--- config.mk ---
export PLATFORM = sky130hd
export DESIGN_NAME = trig_sequencer
export DESIGN_NICKNAME = d
export VERILOG_FILES = /design/src/rtl/trig_sequencer_pkg.sv /design/src/rtl/trig_sequencer_fifo.sv /design/src/rtl/trig_sequencer.sv
export SDC_FILE = /design/constraint.sdc
export NUM_CORES = 1
export LEC_CHECK = 0
export ABC_AREA = 1
export ABC_CLOCK_PERIOD_IN_PS = 10900
export BUFFER_PORTS_ARGS = -buffer_cell sky130_fd_sc_hd__clkbuf_2
export CAP_MARGIN = 40
export CORE_MARGIN = 2
export CORE_UTILIZATION = 29
export DETAILED_ROUTE_END_ITERATION = 16
export PLACE_DENSITY = 0.51
export SLEW_MARGIN = 20
export SYNTH_ARGS = -nofsm -noshare
export SYNTH_HDL_FRONTEND = slang
export SYNTH_SLANG_ARGS = --single-unit
--- constraint.sdc ---
create_clock -name pll_clk -period 10.9 [get_ports pll_clk]
set_clock_uncertainty 0.1 [all_clocks]
set_input_delay 1.09 -clock pll_clk [delete_from_list [all_inputs] [get_ports pll_clk]]
set_output_delay 1.09 -clock pll_clk [all_outputs]
set_load 0.05 [all_outputs]
--- src/rtl/trig_sequencer_pkg.sv ---
// Shared definitions for the trigger sequencer: default parameter values,
// sequencer state encoding and a small constant helper.
package trig_sequencer_pkg;

    localparam int DEF_N_CH       = 24;
    localparam int DEF_WINDOW     = 24;
    localparam int DEF_PULSE_LEN  = 3;
    localparam int DEF_HOLDOFF    = 4;
    localparam int DEF_FIFO_DEPTH = 16;
    localparam int DEF_TS_W       = 16;

    typedef enum logic [1:0] {
        ST_IDLE    = 2'd0,
        ST_COLLECT = 2'd1,
        ST_FIRE    = 2'd2,
        ST_HOLDOFF = 2'd3
    } trig_state_e;

    function automatic int max3(input int a, input int b, input int c);
        int m;
        m = (a > b) ? a : b;
        return (m > c) ? m : c;
    endfunction

endpackage

--- src/rtl/trig_sequencer_fifo.sv ---
// Synchronous first-word-fall-through event FIFO with occupancy count.
// A push on a full FIFO succeeds only when a pop frees a slot in the same cycle.
module trig_sequencer_fifo #(
    parameter int W     = 40,
    parameter int DEPTH = 16
) (
    input  logic                       clk,
    input  logic                       rst,
    input  logic                       push,
    input  logic [W-1:0]               push_data,
    input  logic                       pop,
    output logic [W-1:0]               head_data,
    output logic [$clog2(DEPTH):0]     count,
    output logic                       empty,
    output logic                       empty_nxt,
    output logic                       drop
);

    localparam int AW = $clog2(DEPTH);

    logic [W-1:0]  mem [DEPTH];
    logic [AW-1:0] wr_ptr_q;
    logic [AW-1:0] rd_ptr_q;
    logic [AW:0]   count_q;
    logic [AW:0]   count_nxt;
    logic          full;
    logic          do_pop;
    logic          do_push;

    assign empty   = (count_q == '0);
    assign full    = (count_q == (AW+1)'(DEPTH));
    assign do_pop  = pop & ~empty;
    assign do_push = push & (~full | do_pop);
    assign drop    = push & full & ~do_pop;

    always_comb begin
        count_nxt = count_q;
        case ({do_push, do_pop})
            2'b10:   count_nxt = count_q + (AW+1)'(1);
            2'b01:   count_nxt = count_q - (AW+1)'(1);
            default: count_nxt = count_q;
        endcase
    end

    assign empty_nxt = (count_nxt == '0);

    always_ff @(posedge clk) begin
        if (rst) begin
            wr_ptr_q <= '0;
            rd_ptr_q <= '0;
            count_q  <= '0;
        end else begin
            if (do_push) wr_ptr_q <= wr_ptr_q + AW'(1);
            if (do_pop)  rd_ptr_q <= rd_ptr_q + AW'(1);
            count_q <= count_nxt;
        end
    end

    // Storage carries no reset; validity is tracked entirely by count_q.
    always_ff @(posedge clk) begin
        if (do_push) mem[wr_ptr_q] <= push_data;
    end

    assign head_data = mem[rd_ptr_q];
    assign count     = count_q;

endmodule

--- src/rtl/trig_sequencer.sv ---
// Trigger sequencer: coincidence window, trigger pulse, holdoff and
// timestamped event queueing for MCU readout.
module trig_sequencer
    import trig_sequencer_pkg::*;
#(
    parameter int N_CH       = DEF_N_CH,
    parameter int WINDOW     = DEF_WINDOW,
    parameter int PULSE_LEN  = DEF_PULSE_LEN,
    parameter int HOLDOFF    = DEF_HOLDOFF,
    parameter int FIFO_DEPTH = DEF_FIFO_DEPTH,
    parameter int TS_W       = DEF_TS_W
) (
    input  logic                          pll_clk,
    input  logic                          reset_synchronous,
    input  logic                          enable,
    input  logic [N_CH-1:0]               hit_edge,
    input  logic                          ext_trig,
    output logic                          trig_out,
    output logic                          veto_out,
    output logic                          evt_valid,
    output logic [N_CH-1:0]               evt_pattern,
    output logic [TS_W-1:0]               evt_ts,
    input  logic                          evt_pop,
    output logic [$clog2(FIFO_DEPTH):0]   evt_count,
    output logic                          overflow,
    input  logic                          clear_ovf,
    output logic                          irq_n
);

    localparam int TMR_MAX = max3(WINDOW, PULSE_LEN, HOLDOFF);
    localparam int TMR_W   = $clog2(TMR_MAX + 1);
    localparam int EVT_W   = N_CH + TS_W;

    trig_state_e      state_q, state_d;
    logic [TMR_W-1:0] timer_q, timer_d;
    logic [N_CH-1:0]  pattern_q, pattern_d;
    logic [TS_W-1:0]  ts_lat_q, ts_lat_d;
    logic [TS_W-1:0]  ts_q;
    logic             push;
    logic [EVT_W-1:0] push_data;
    logic [EVT_W-1:0] head_data;
    logic             fifo_empty;
    logic             fifo_empty_nxt;
    logic             fifo_drop;
    logic             trig_p1;
    logic             veto_p1;
    logic             irq_n_p1;
    logic             ovf_q;

    always_comb begin
        state_d   = state_q;
        timer_d   = timer_q;
        pattern_d = pattern_q;
        ts_lat_d  = ts_lat_q;
        push      = 1'b0;
        push_data = {pattern_q | hit_edge, ts_lat_q};
        case (state_q)
            ST_IDLE: begin
                if (enable && (|hit_edge || ext_trig)) begin
                    pattern_d = hit_edge;
                    ts_lat_d  = ts_q;
                    timer_d   = '0;
                    // An external trigger needs no window: the event is the current sample.
                    if (ext_trig) begin
                        push      = 1'b1;
                        push_data = {hit_edge, ts_q};
                        state_d   = ST_FIRE;
                    end else begin
                        state_d   = ST_COLLECT;
                    end
                end
            end
            ST_COLLECT: begin
                pattern_d = pattern_q | hit_edge;
                timer_d   = timer_q + TMR_W'(1);
                if (timer_q == TMR_W'(WINDOW - 1) || ext_trig) begin
                    push    = 1'b1;
                    timer_d = '0;
                    state_d = ST_FIRE;
                end
            end
            ST_FIRE: begin
                timer_d = timer_q + TMR_W'(1);
                if (timer_q == TMR_W'(PULSE_LEN - 1)) begin
                    timer_d = '0;
                    state_d = (HOLDOFF == 0) ? ST_IDLE : ST_HOLDOFF;
                end
            end
            ST_HOLDOFF: begin
                timer_d = timer_q + TMR_W'(1);
                if (timer_q == TMR_W'(HOLDOFF - 1)) begin
                    timer_d = '0;
                    state_d = ST_IDLE;
                end
            end
            default: state_d = ST_IDLE;
        endcase
    end

    always_ff @(posedge pll_clk) begin
        if (reset_synchronous) begin
            state_q   <= ST_IDLE;
            timer_q   <= '0;
            pattern_q <= '0;
            ts_lat_q  <= '0;
            ts_q      <= '0;
            trig_p1   <= 1'b0;
            veto_p1   <= 1'b0;
            irq_n_p1  <= 1'b1;
            ovf_q     <= 1'b0;
        end else begin
            state_q   <= state_d;
            timer_q   <= timer_d;
            pattern_q <= pattern_d;
            ts_lat_q  <= ts_lat_d;
            ts_q      <= ts_q + TS_W'(1);
            trig_p1   <= (state_d == ST_FIRE);
            veto_p1   <= (state_d != ST_IDLE);
            irq_n_p1  <= fifo_empty_nxt;
            if (fifo_drop)      ovf_q <= 1'b1;
            else if (clear_ovf) ovf_q <= 1'b0;
        end
    end

    trig_sequencer_fifo #(
        .W     (EVT_W),
        .DEPTH (FIFO_DEPTH)
    ) u_fifo (
        .clk       (pll_clk),
        .rst       (reset_synchronous),
        .push      (push),
        .push_data (push_data),
        .pop       (evt_pop),
        .head_data (head_data),
        .count     (evt_count),
        .empty     (fifo_empty),
        .empty_nxt (fifo_empty_nxt),
        .drop      (fifo_drop)
    );

    assign trig_out    = trig_p1;
    assign veto_out    = veto_p1;
    assign irq_n       = irq_n_p1;
    assign overflow    = ovf_q;
    assign evt_valid   = ~fifo_empty;
    assign evt_pattern = head_data[TS_W +: N_CH];
    assign evt_ts      = head_data[TS_W-1:0];

endmodule

# == Word-level counts from Yosys, hierarchy flattened ==
# Memory sizes are Yosys's and may differ from the RTL's. A register that Yosys moved wholly into a read port is not among the register bits.
# Cells that the tools add are included.
# totals
ff_bits,80
latch_bits,0
mem_bits_rw,640
mem_bits_ro,0
output_inout_bits,50
wordCells,78
n_memories,1
# mem_list
memory,depth,word_bits,read_ports,rd_clocked_by_memory_dff,wr,line,rtl
u_fifo.mem,16,40,1,1,1,trig_sequencer_fifo.sv:21,logic [W-1:0] mem [DEPTH];
# op_classes
add_sub_neg,6
n_mul,0
div,0
n_lt_le_gt_ge,0
eq_ne,11
shift,0
muxes,27
bitwise,9
reduce_logical,12
# ops
op,n
$mux W40,3
$pmux W24 S2,1
$mux W24,1
$or A24 B24 Y24,1
$reduce_or A24 Y1,1
$mux W5,4
$pmux W5 S4,1
$add A16 B1 Y16 const B,1
$add A5 B1 Y5 const B,2
$eq A5 B2 Y1 const B,2
$eq A5 B5 Y1 const B,2
$logic_not A5 Y1,2
$mux W2,5
$pmux W5 S2,1
$add A4 B1 Y4 const B,2
$eq A2 B2 Y1 const B,4
$mux W4,2
$pmux W2 S4,1
$mux W1,7
$reduce_bool A2 Y1,3
$sub A5 B1 Y5 const B,1
$and A1 B1 Y1,4
$eq A2 B1 Y1 const B,2
$reduce_and A2 Y1,2
7 further kinds,10

# == Longest topological paths before layout ==
# Gate-level depths: netlist (run 1).
# depth
word_depth,9
mapped_depth,18

# == Modules after synthesis ==
# Synthesis (run 1) repeated with hierarchy kept, for this count alone.
# unflattened
hier_cells,2282
hier_area_um2,29655.9
# by_module_without_submodules
module,instances,cells_per_inst,area_per_inst_um2
trig_sequencer_fifo,1,1825,26350.3
trig_sequencer,1,457,3305.7

# == Worst setup path before layout (run 1) ==
# No wires, ideal clock.
# synth_path
kind,input port to flip-flop
from,input enable
to,memory u_fifo.mem[11][0] (enable)
setup_ns,0.437
arrival_time_ns,3.479
t_required_ns,10.363
setup_slack_ns,6.884
path_stages,8
n_path_buf,0
cell_sequence,nand2_1 -> nor2_4 -> inv_2 -> nand2_4 -> nand2_2 -> nor2_1 -> nand2_1 -> nor2_1
# synth_via
elab_chain_cells,6
# synth_lines
item,line,rtl
start: declaration,trig_sequencer.sv:15,"input logic enable,"
$logic_and A1 B1 Y1,trig_sequencer.sv:59,if (enable && (|hit_edge || ext_trig)) begin
$mux W1,trig_sequencer.sv:59,
$pmux W1 S2,trig_sequencer.sv:57,case (state_q)
$and A1 B1 Y1,trig_sequencer_fifo.sv:33,assign do_push = push & (~full | do_pop);
$mux W1,trig_sequencer_fifo.sv:61,if (do_push) mem[wr_ptr_q] <= push_data;
$mux W1 (implied by the code),trig_sequencer_fifo.sv:61,
end: declaration,trig_sequencer_fifo.sv:21,
# No other way between the ends.

==> results of run 1 <==
-- power breakdown --
group	internal, mW	switching, mW	leakage (nW)	total (mW)
logic	0.538	1.26	4.01	1.80
clock network	1.57	1.08	1.25	2.65
registers	3.12	0.0588	6.48	3.17
total	5.23	2.40	11.7	7.62
-- critical path: stages, from the launching register on --
cell and delay (ps):
dfxtp_4 470, inv_4 420, buf_4 410, buf_16 290
buf_4 670, o21ai_0 190, o211ai_1 280, nand2_1 150
clkbuf_2 260
-- routing by layer --
layer	up-vias	GRT usage	wire length, um
met5	-	0	0
met4	0	0.05085	2197
met3	120	0.02260	3207
met2	397	0.2498	37810
met1	8914	0.1860	33400
li1	8461	-	-
-- stage by stage --
stage                     cells  cell area (um^2)
final                      3787             34340
after global routing       3787             34340
after CTS                  3776             34120
after detailed placement   3632             31560
after global placement     3624             31370
after floorplan            2285             29470
-- sequential cells by signal (all words and copies together) (netlist names), named ones only --
register	flops
u_fifo.mem	640
pattern_q	24
ts_lat_q	16
ts_q	16
timer_q	5
u_fifo.count	5
u_fifo.rd_ptr_q	4
u_fifo.wr_ptr_q	4
state_q	2
irq_n	1
overflow	1
trig_out	1
veto_out	1
-- kinds of logic after synthesis --
kind of cell / count (synthesis)
buf+inv: 375
xor+xnor: 4
mux: 160
simple gates: 396
fa+ha+maj: 12
flops: 724
compound gates: 614
-- path summary, 6_finish.rpt --
path / end / cells past startpoint
hold reg to reg: pattern_q[2] / 2
setup / recovery: evt_pattern[9] / 8
hold / removal: pattern_q[2] / 2
setup reg to reg: u_fifo.mem[14][28] / 11
-- placed cells by master, fill, tap and decap left out, drive strengths merged, types with 59 or more instances in the layout --
master  synthesis  final
edfxtp        640    640
inv           238    241
o21ai         236    236
a21oi         214    214
nand2         208    208
clkbuf         63    171
mux2i         160    160
o211ai        160    160
nand3          93     93
dfxtp          84     84
nor2           74     74
buf            74     59
-- layout make-up --
type,instances,area [um^2],share of cell area
clock buffers,92,2068,0.06023
inverters,238,898.4,0.02616
repair buffers,138,1111,0.03236
flip-flops and latches,724,20910,0.6090
well taps,1357,1698,0.04944
clock inverters,52,496.7,0.01447
multi-input cells,1186,7154,0.2083
==> flow_summary_export.csv, run 1 <==
group,metric,value,unit
synth,synthSimpleGateAreaFrac,0.05935,
synth,synth_nets,2327,
clock_network,clock_latency,630,ps
clock_network,cts_num_sinks,724,
synth,yosys_warnings,0,
synth,synth_edf_count,640,
detailed_routing,vias_per_cell,4.725,
synth,synth_most_common_cell,"edfxtp_1",
power_and_ir_drop,p_per_area,222.0,nW/um^2
sta,slew_viol_final,0,
hold_path,worstHoldStart,"pattern_q[2]",
sta,rsz0062_at_grt,"no",
worst_setup_path,critPathArrivalTime,3870,ps
detailed_routing,avgRoutedWirePerCell,20.23,um
synth,ys_types,36,
synth,synth_top_cell_by_area,"edfxtp_1",
final_layout,utilization,0.3419,
grt,track_usage,0.1455,
detailed_routing,firstDrtPassIters,7,
detailed_routing,num_vias,17890,
synth,synth-adder-area-share,0.005349,
power_and_ir_drop,p_leak,11.74,nW
clock_network,clk_pin_slew_worst_paths,60,ps
synth,ys_ff_latch,724,
worst_setup_path,reg2reg_slack,6790,ps
clock_network,clk_path_buf_depth,3,
status,status,"finished clean",
synth,postSynthAreaPerCell,12.90,um^2
power_and_ir_drop,p_total,7.625,mW
final_layout,fill_cells,9834,
sta,fin_crit_sh,0.4642,
clock_network,root_buffer,"clkbuf_16",
clock_network,cts_buffers,78,
floorplan,rows,116,
sta,fin_ws,5840,ps
clock_network,cts_hold_buf,0,
placed_design,dp_slack,6251,ps
job,drv_cap,0,
sta,max_slew_margin,0.1386,
worst_setup_path,cp-start-kind,"flip-flop",
placed_design,routabilityCongestion,0.7368,
floorplan,die_area,104200,um^2
floorplan,io-pin-count,80,
worst_setup_path,critPathRequiredTime,9710,ps
worst_setup_path,endpoint_kind,"output pin",
clock_network,cts_setup_buffers,0,
synth,synth-async-reset-ratio,0,
synth,yosysTopAreaCellShare,0.6520,
synth,synth_top_family_by_area,"compound AO/OA/AOI/OAI gates",
placed_design,portBuffers,79,
worst_setup_path,r2r_start,"state_q[1]",
synth,synth-compound-area-share,0.1182,
synth,synthTopCellsByCount,"edfxtp_1, inv_1, o21ai_0, a21oi_1, nand2_1",
final_layout,nets,2408,
clock_network,cts_resized,0,
floorplan,initial_core_util,0.2935,
synth,synth.area.top_cells,"edfxtp_1, dfxtp_1, mux2i_1, o211ai_1, o21ai_0",
worst_setup_path,path_class,"flip-flop to output pin",
sta,max_clock_freq,0.1976,GHz
grt,grt_antenna_before_repair,0,
hold_path,hold_class,"flip-flop to flip-flop",
sta,worst_hold_slack,359.6,ps
detailed_routing,postRouteAntennaNets,0,
synth,postSynthCellCount,2285,
detailed_routing,drtIter0Drc,1508,
sta,hold_violations,0,
clock_network,cts_tree,"yes",
synth,yosysSeqAreaShare,0.7091,
grt,grt_pass1_vias,17720,
placed_design,hpwlAfterDp,42410,um
detailed_routing,routed_wl,76610,um
floorplan,core_area,100400,um^2
final_layout,syn_to_final_growth,16.50,%
sta,min_period,5060,ps
sta,setup_viol,0,
floorplan,die_x,322.8,um
final_layout,drive_gt1_frac,0.1235,
worst_setup_path,crit_path_max_fanout,60,
grt,grt_max_degree,214,
clock_network,htree_levels,3,
grt,grt_overflow,0,
grt,grt_pass1_wl,113100,um
detailed_routing,drc,0,
synth,synthXorXnorAreaFrac,0.001189,
sta,tightestPinTransition,1292,ps
floorplan,fp.dieH,322.8,um
synth,synthFlopType,"edfxtp_1",
power_and_ir_drop,peakVddDrop,183.2,uV
synth,muxShareOfSynthArea,0.05434,
sta,timing.setup.tns,0,ps
final_layout,antenna_cells,0,
synth,syn_area,29470,um^2
(Power assumes the default switching activity.)
==> run 2: changes to the inputs <==
- ABC_CLOCK_PERIOD_IN_PS: 10900 -> 4340
- PLACE_DENSITY: 0.51 -> 0.53
- clock period: 10.9 -> 4.34 ns (I/O delays scaled with it)
==> run 2 against run 1 <==
Against the previous run: non-clock buffer count rose by 35; utilization grew 0.12 points; critical path depth fell by 2; highest routed layer is now met5; setup slack lost 4900 ps; die area unchanged; largest cell class unchanged; via count up 1.2%; worst hold slack got worse by 290 ps.
==> flow_summary_export.csv, run 2 (synthesis results as in run 1) <==
group,metric,value,unit
worst_setup_path,crit_path_max_fanout,85,
grt,grt_overflow,0,
floorplan,die_x,322.8,um
placed_design,portBuffers,79,
sta,setup_viol,0,
final_layout,layout_commonest_cell,"edfxtp_1",
detailed_routing,drtIter0Drc,1538,
detailed_routing,vias_per_cell,4.744,
worst_setup_path,max_stage_delay,750,ps
sta,max_slew_margin,0.4464,
grt,grt_pass1_vias,17870,
sta,timing.setup.tns,0,ps
worst_setup_path,cp_slowest_cell,"dfxtp_4",
power_and_ir_drop,seqPwrFrac,0.426,
floorplan,core_area,100400,um^2
clock_network,cts_tree,"yes",
worst_setup_path,reg2reg_depth,10,
power_and_ir_drop,power.internal,12.74,mW
final_layout,nets,2440,
sta,min_period,3440,ps
sta,tightestPinTransition,830.4,ps
detailed_routing,avgRoutedWirePerCell,20.19,um
final_layout,antenna_cells,0,
worst_setup_path,cp-start-kind,"flip-flop",
sta,slew_viol_final,0,
sta,hold_violations,0,
placed_design,hpwlAfterDp,44000,um
detailed_routing,num_vias,18100,
sta,worst_hold_slack,66.71,ps
clock_network,clk_pin_slew_worst_paths,60,ps
power_and_ir_drop,clkPwrFrac,0.332,
final_layout,drive_gt1_frac,0.1216,
final_layout,syn_to_final_growth,16.90,%
sta,fin_crit_sh,0.7925,
sta,rsz0062_at_grt,"no",
grt,grt_max_degree,113,
grt,grt_pass1_wl,113200,um
clock_network,cts_setup_buffers,0,
clock_network,clock_latency,620,ps
floorplan,die_area,104200,um^2
detailed_routing,postRouteAntennaNets,0,
worst_setup_path,path_common_cell,"o211ai_1",
hold_path,hold_class,"input pin to flip-flop",
floorplan,rows,116,
power_and_ir_drop,p_leak,11.78,nW
final_layout,multiInputGateArea,7151,um^2
final_layout,layout_common_cells,"edfxtp_1, inv_1, o21ai_0, a21oi_1, nand2_1",
worst_setup_path,critPathRequiredTime,3810,ps
placed_design,routabilityCongestion,0.7458,
hold_path,min_path_cells,3,
power_and_ir_drop,p_comb_frac,0.242,
worst_setup_path,path_class,"flip-flop to output pin",
clock_network,clk_path_buf_depth,3,
detailed_routing,routed_wl,77020,um
worst_setup_path,path_cells,"buf_12, mux2i_1, o211ai_1, o211ai_1, nand2_1, clkbuf_2",
floorplan,io-pin-count,80,
clock_network,cts_num_sinks,724,
clock_network,cts_buffers,75,
final_layout,fill_cells,9744,
floorplan,initial_core_util,0.2935,
final_layout,biggestRegsByFlops,"u_fifo.mem: 640 flops, pattern_q: 24 flops",
detailed_routing,firstDrtPassIters,5,
final_layout,regArea,20910,um^2
worst_setup_path,endpoint_kind,"output pin",
floorplan,fp.dieH,322.8,um
power_and_ir_drop,p_per_area,543.2,nW/um^2
grt,track_usage,0.1454,
status,status,"finished clean",
clock_network,htree_levels,3,
power_and_ir_drop,switching_share,0.3194,
final_layout,regMostFlops,"u_fifo.mem",
power_and_ir_drop,peakVddDrop,304.8,uV
job,drv_cap,0,
power_and_ir_drop,p_total,18.72,mW
grt,grt_antenna_before_repair,2,
detailed_routing,drc,0,
sta,max_clock_freq,0.2907,GHz
final_layout,largest_reg_flops,640,
clock_network,root_buffer,"clkbuf_16",
worst_setup_path,critPathArrivalTime,2910,ps
power_and_ir_drop,switchingPower,5.978,mW
==> run 2: power groups by stage <==
| stage | Sequential, mW | Clock (mW) | Combinational (mW) |
|---|---|---|---|
| 2_1_floorplan | 8.12 | 0 | 3.34 |
| 3_3_place_gp | 8.11 | 0 | 4.49 |
| 3_5_place_dp | 8.12 | 0 | 4.58 |
| 4_1_cts | 7.97 | 6.36 | 4.60 |
| 5_1_grt | 7.99 | 6.62 | 4.95 |
| 6_report | 7.97 | 6.22 | 4.53 |
==> run 2: what timing repair did <==
| action | in CTS | in global routing |
|---|---|---|
| hold endpoints to repair | 25 | 0 |
| hold buffers | 25 | 0 |
| setup endpoints to repair | 0 | 0 |
| gates resized for setup | 0 | 0 |
==> run 2: through the flow <==
stage               worst slack [ps]  instance area [um^2]  instances  utilization
floorplan                      419.6                 29470       2285            -
global placement                1193                 31690       3646       0.3155
detailed placement              1133                 31820       3651       0.3168
CTS                            833.7                 34430       3813       0.3428
global route                   704.3                 34460       3815       0.3431
finish                         900.4                 34460       3815       0.3431
==> run 2: final timing paths <==
path	start	endpoint	slack, ps
worst min-delay path	evt_pop	flip-flop	70
worst max register to register	state_q[1]	u_fifo.mem[5][10]	1160
worst min register to register	pattern_q[12]	pattern_q[12]	360
worst max-delay path	flip-flop	evt_pattern[11]	900
==> run 2: worst max-delay path: cells and delay by family (launching register included) <==
family | cells | cell delay (ps)
AO/OA/AOI/OAI | 2 | 330
buffers and inverters | 2 | 740
flip-flops | 1 | 750
multiplexers | 1 | 130
AND/OR/NAND/NOR | 1 | 240
==> run 2: layout make-up <==
| cell class | instances | share of cell area |
|---|---|---|
| clock buffers | 105 | 0.06075 |
| clock inverters | 32 | 0.007553 |
| inverters | 238 | 0.02600 |
| multi-input cells | 1186 | 0.2075 |
| flip-flops and latches | 724 | 0.6069 |
| well taps | 1357 | 0.04928 |
| repair buffers | 173 | 0.04198 |
==> run 2: per-layer routing <==
| layer | share of wire | up-vias | GRT usage | wire, um |
|---|---|---|---|---|
| li1 | - | 8542 | - | - |
| met1 | 0.43 | 8999 | 0.1875 | 33440 |
| met2 | 0.49 | 437 | 0.2491 | 37940 |
| met3 | 0.042 | 120 | 0.01877 | 3245 |
| met4 | 0.031 | 2 | 0.05437 | 2381 |
| met5 | 0.00016 | - | 0 | 12 |
